$ cat config.mk
export PLATFORM = sky130hd
export DESIGN_NAME = regbank_wb_arbiter
export DESIGN_NICKNAME = d
export VERILOG_FILES = /design/src/rtl/regbank_pkg.sv /design/src/rtl/regbank_scoreboard.sv /design/src/rtl/regbank_wb_arbiter.sv
export SDC_FILE = /design/constraint.sdc
export NUM_CORES = 1
export LEC_CHECK = 0
export ABC_CLOCK_PERIOD_IN_PS = 5000
export CORE_ASPECT_RATIO = 0.5
export CORE_MARGIN = 2
export CORE_UTILIZATION = 45
export DETAILED_ROUTE_END_ITERATION = 8
export GPL_ROUTABILITY_DRIVEN = 1
export GPL_TIMING_DRIVEN = 0
export PLACE_DENSITY = 0.95
export SYNTH_ARGS = -nofsm -noshare
export SYNTH_HDL_FRONTEND = slang
export SYNTH_HIERARCHICAL = 1
export SYNTH_SLANG_ARGS = --single-unit
$ cat constraint.sdc
create_clock -name CLK -period 5 [get_ports CLK]
set_clock_uncertainty 0.05 [all_clocks]
set_input_delay 1 -clock CLK [delete_from_list [all_inputs] [get_ports CLK]]
set_output_delay 1 -clock CLK [all_outputs]
set_load 0.02 [all_outputs]
$ cat src/rtl/regbank_pkg.sv
// Shared types and defaults for the register-bank write-port arbiter.
// Imported by the arbiter top and its scoreboard.
package regbank_pkg;

    localparam int DEF_DATA_W = 32;
    localparam int DEF_ADDR_W = 5;

    localparam logic [DEF_ADDR_W-1:0] REG_ZERO = '0;

    typedef enum logic [1:0] {
        IDLE  = 2'd0,
        WAIT  = 2'd1,
        FORCE = 2'd2
    } arb_state_e;

endpackage

$ cat src/rtl/regbank_scoreboard.sv
// Busy-bit scoreboard for registers awaiting a long-latency result.
// Set on issue, cleared on commit; hazard reads registered bits only.
module regbank_scoreboard
    import regbank_pkg::*;
#(
    parameter int ADDR_W = DEF_ADDR_W
) (
    input  logic              CLK,
    input  logic              reset,
    input  logic              set_en,
    input  logic [ADDR_W-1:0] set_addr,
    input  logic              clr_en,
    input  logic [ADDR_W-1:0] clr_addr,
    input  logic [ADDR_W-1:0] chk0_addr,
    input  logic [ADDR_W-1:0] chk1_addr,
    output logic              hazard
);

    localparam int NREGS = 1 << ADDR_W;

    logic [NREGS-1:0] busy_q, busy_d;

    always_comb begin
        // NOTE: default first so every path assigns busy_d and no latch is inferred.
        busy_d = busy_q;
        if (clr_en)
            busy_d[clr_addr] = 1'b0;
        // Applied after the clear so a same-cycle issue to the same register wins.
        if (set_en && (set_addr != ADDR_W'(REG_ZERO)))
            busy_d[set_addr] = 1'b1;
    end

    // NOTE: the busy bits are control state, not data storage, so they get the reset.
    always_ff @(posedge CLK) begin
        if (reset)
            busy_q <= '0;
        else
            busy_q <= busy_d;
    end

    assign hazard = busy_q[chk0_addr] | busy_q[chk1_addr];

endmodule

$ cat src/rtl/regbank_wb_arbiter.sv
// Shares the register bank's single write port between pipeline writeback (A)
// and a long-latency unit (B), forcing a one-cycle writeback stall to bound B's wait.
module regbank_wb_arbiter
    import regbank_pkg::*;
#(
    parameter int DATA_W   = DEF_DATA_W,
    parameter int ADDR_W   = DEF_ADDR_W,
    parameter int MAX_WAIT = 4
) (
    input  logic              CLK,
    input  logic              reset,
    input  logic              a_wEn,
    input  logic [ADDR_W-1:0] a_wAddr,
    input  logic [DATA_W-1:0] a_wData,
    input  logic              b_valid,
    output logic              b_ready,
    input  logic [ADDR_W-1:0] b_wAddr,
    input  logic [DATA_W-1:0] b_wData,
    input  logic              iss_en,
    input  logic [ADDR_W-1:0] iss_addr,
    input  logic [ADDR_W-1:0] chk0_addr,
    input  logic [ADDR_W-1:0] chk1_addr,
    output logic              hazard,
    output logic              pipe_stall,
    output logic              wEn,
    output logic [ADDR_W-1:0] wAddr,
    output logic [DATA_W-1:0] wData
);

    localparam logic [3:0] WAIT_LAST = 4'(MAX_WAIT - 1);

    arb_state_e state_q, state_d;
    logic [3:0] cnt_q, cnt_d;
    logic       grant_a, grant_b;

    // Write-port grant and mux: A always wins, B takes an otherwise idle port.
    always_comb begin
        grant_a = a_wEn & ~reset;
        grant_b = b_valid & ~a_wEn & ~reset;
        if (grant_b) begin
            wAddr = b_wAddr;
            wData = b_wData;
        end else begin
            wAddr = a_wAddr;
            wData = a_wData;
        end
        wEn = (grant_a | grant_b) && (wAddr != ADDR_W'(REG_ZERO));
    end

    assign b_ready = grant_b;

    always_comb begin
        state_d = state_q;
        cnt_d   = cnt_q;
        unique case (state_q)
            IDLE: begin
                if (b_valid && a_wEn) begin
                    state_d = WAIT;
                    cnt_d   = 4'd1;
                end
            end
            WAIT: begin
                // Either B got the port or it withdrew; both end the wait.
                if (!b_valid || !a_wEn) begin
                    state_d = IDLE;
                    cnt_d   = '0;
                end else if (cnt_q == WAIT_LAST) begin
                    state_d = FORCE;
                end else begin
                    cnt_d = cnt_q + 4'd1;
                end
            end
            FORCE: begin
                if (!b_valid || !a_wEn) begin
                    state_d = IDLE;
                    cnt_d   = '0;
                end
            end
            default: begin
                state_d = IDLE;
                cnt_d   = '0;
            end
        endcase
    end

    // NOTE: sequential state uses non-blocking assignments so all flops update together.
    always_ff @(posedge CLK) begin
        if (reset) begin
            state_q <= IDLE;
            cnt_q   <= '0;
        end else begin
            state_q <= state_d;
            cnt_q   <= cnt_d;
        end
    end

    assign pipe_stall = (state_q == FORCE);

    regbank_scoreboard #(
        .ADDR_W(ADDR_W)
    ) u_scoreboard (
        .CLK       (CLK),
        .reset     (reset),
        .set_en    (iss_en),
        .set_addr  (iss_addr),
        .clr_en    (grant_b),
        .clr_addr  (b_wAddr),
        .chk0_addr (chk0_addr),
        .chk1_addr (chk1_addr),
        .hazard    (hazard)
    );

endmodule

==> summary.md <==
| Metric | Value |
|---|---|
| Status | complete, no violations |
| Pin count of the biggest net entering global routing | 15 |
| Gr usage total | between 20% and 30% |
| Final Core Density | 72.2% |
| Synth area leaders | dfxtp_1 (27%), mux2_2 (14%), mux2i_1 (7.2%) |
| Asr flop ratio synth | 0% |
| Hold Vio Cnt, Final | 0 |
| Cell Rows | 20 |
| R2R Setup Slk | 3.43 ns |
| GRT met3 Usage | around 5% |
| Final HPWL DP | 7.37 mm |
| Clock Sinks | 38 |
| Syn Std Cell Area | 2780 um^2 |
| Grt met2 use | 52.8% |
| Die Y | 59.6 um |
| Min-Delay Startpoint | u_scoreboard/busy_q[6] |
| Worst slack, placed | roughly 0.8 ns |
| DIE AREA | 6860 um^2 |
| CP Launch Type | input port |
| Drt wl/cell | 17.9 um |
| Tmin final | ~4.2 ns |
| Total setup buffers inserted after CTS | 0 |
| Initial antenna violation count | 0 |
| Cell Count Post-Placement | 537 |
| Vias | roughly 3200 |
| Top FF cell, synth | dfxtp_1 |
| Hold buffers post-CTS | 0 |
| Crit Path Max Fanout | 14 |
| Pleak | about 1.6 nW |
| TritonCTS buffer count | 5 |
| Share of layout cells above drive strength 1 | 13.1% |
| FF+latch area | ~760 um^2 |
| Placed cell areas | about 4200 um^2 |
| CTS tree | yes |
| Most frequent cells in the layout | clkdlybuf4s50_1 (131), nand2_1 (43), dfxtp_1 (38) |
| Syn nets | 413 |
| DRT antenna net count | 0 |
| Ratio of final minimum period to clock period | 84.6% |
| NumNets Final | 551 |
| YS warnings | 6 |
| Slew HR | 31.5% |
| Final Cell Area | 4350 um^2 |
| Area grow syn2layout | 56.6% |
| Post_cts resized | 0 |
| Maximum vdd drop | 146 uV |
| Final Instance Count excl. Fillers | approximately 550 |
| Worst setup margin | 0.771 ns |
| Core Box Area | 6030 um^2 |
| Busiest grt layer | met2 |
| Synthesized flop and latch total | 38 |
| DIE WIDTH | 115 um |
| Fillers | 454 |
| Cells after Synth | 318 |
| Synth area leader | dfxtp_1 |
| Multi-input gate area | 1910 um^2 |
| Worst-Margin Slew | 1.03 ns |
| Reg-to-reg critical path startpoint | cnt_q[0] |
| Worst-Skew Late Latency | about 0.28 ns |
| Unique masters post-synth | 47 |
| Unrepaired setup endpoints after global routing | false |
| Clock tree root buffer cell | clkbuf_16 |
| Total gr overflow | 0 |
| Post-synth EDFFs | 0 |
| CTS max path bufs | 2 |
| Vias in the first global route | 3102 |
| Hold path endpoint | u_scoreboard/busy_q[6] |
| Via density | approximately 5.9 |
| Hold WC Path Type | reg2reg |
| I/O Buffers | around 130 |
| Critical path arrival | 3.18 ns |
| Antenna cell count | 0 |
| PwrDens | 204 nW/um^2 |
| Share of the synthesized area in the top cell type | 27.4% |
| F_max | between 200 and 250 MHz |
| Critical path type | in2out |
| Hold Path Cell Cnt | 2 |
| Reg2Reg Depth | 4 |
| Met1 usage in global routing | 34.0% |
| Endpoints failing setup | 0 |
| Starting density of the core | 46.1% |
| Residual DRC | 0 |
| Max-cap violations | 0 |
| Most common cell after layout, fill and taps aside | clkdlybuf4s50_1 |
| H-tree lvl count | 2 |
| Drt pass-1 iters | 5 |
| Worst Setup End Kind | output port |
| Iteration-0 DRC Markers | 279 |
| Synth Area per Inst | 8.74 um^2 |
| GPL Wtd Cong | slightly below 0.9 |
| Fin Setup TNS | 0 ns |
| Seq/Total Area, Yosys | 27.4% |
| Clk slew on worst S/H paths | 0.05 ns |
| Routed WL | 9.78 mm |
| I/O pins | 135 |
| Worst R2R End | cnt_q[0] |
| Critical Path RT | 3.95 ns |
| First-pass GRT wire length | 15.0 mm |
| Max-slew violations | 0 |
## cells by family (layout without fill, tap and decap cells)
kind of cell	count (synthesis)	after routing	share of synthesized area [%]
mux	64	64	28.7
flops	38	38	27.4
buf+inv	20	159	3.87
fa+ha+maj	1	1	0.450
xor+xnor	2	2	0.630
simple gates	103	103	20.7
compound gates	90	90	18.4
## per-stage QoR
step	hold slack [ns]	power, W
final	0.449	0.000888
after detailed placement	0.440	0.000573
after CTS	0.448	0.000889
after floorplan	0.405	0.000428
after global placement	0.424	0.000567
after global routing	0.473	0.000921
## routing by layer
| layer | wire length [um] | share of wire (%) |
|---|---|---|
| met5 | 0 | 0 |
| met2 | 5000 | 51 |
| met1 | 3840 | 39 |
| met4 | 132 | 1.3 |
| met3 | 809 | 8.3 |
## cell usage after synthesis, drive strengths merged, types with 2 or more instances
| master | instances |
|---|---|
| or3b | 4 |
| or4 | 3 |
| nor3b | 7 |
| nand4b | 6 |
| a22oi | 4 |
| nand2 | 43 |
| nor2b | 5 |
| a221oi | 3 |
| mux2 | 37 |
| o21ai | 34 |
| and2 | 2 |
| and3b | 3 |
| dfxtp | 38 |
| nand3b | 5 |
| inv | 3 |
| nand3 | 5 |
| clkbuf | 7 |
| buf | 10 |
| nor2 | 9 |
| a31oi | 3 |
| a21oi | 35 |
| and3 | 6 |
| mux2i | 20 |
| a311oi | 3 |
| mux4 | 7 |
## power breakdown
group	internal (W)	total, W	leakage [nW]	switching, W
logic	0.000146	0.000258	1.19	0.000112
clock network	0.000197	0.000318	0.0729	0.000121
registers	0.000307	0.000312	0.307	0.00000455
## registers in the layout, indices dropped and copies added (netlist names)
register             cells
u_scoreboard/busy_q     32
cnt_q                    4
state_q                  2
## area by class of cell
class / instances / area share, %
plain buffers: 17 / 2.21
flip-flops and latches: 38 / 17.5
repair buffers: 131 / 30.1
clock inverters: 2 / 0.287
inverters: 3 / 0.259
clock buffers: 6 / 3.19
well taps: 88 / 2.53
multi-input cells: 260 / 43.9
## worst max path at each step
stage                      endpoint          from  slack [ns]
final                     wData[13]         reset        0.77
after floorplan              hazard  chk0_addr[1]        1.51
after detailed placement   wData[9]         reset        0.80
after global placement     wData[8]       b_valid        0.82
after global routing       wData[9]       b_valid        0.69
after CTS                  wData[9]         reset        0.77
## critical path: stages
cell and delay [ns]:
clkdlybuf4s50_1 0.54, nor3b_2 0.24, buf_4 0.22, buf_4 0.24
mux2_2 0.36, clkdlybuf4s50_1 0.57
No activity file was read; power rests on OpenSTA's default activity.
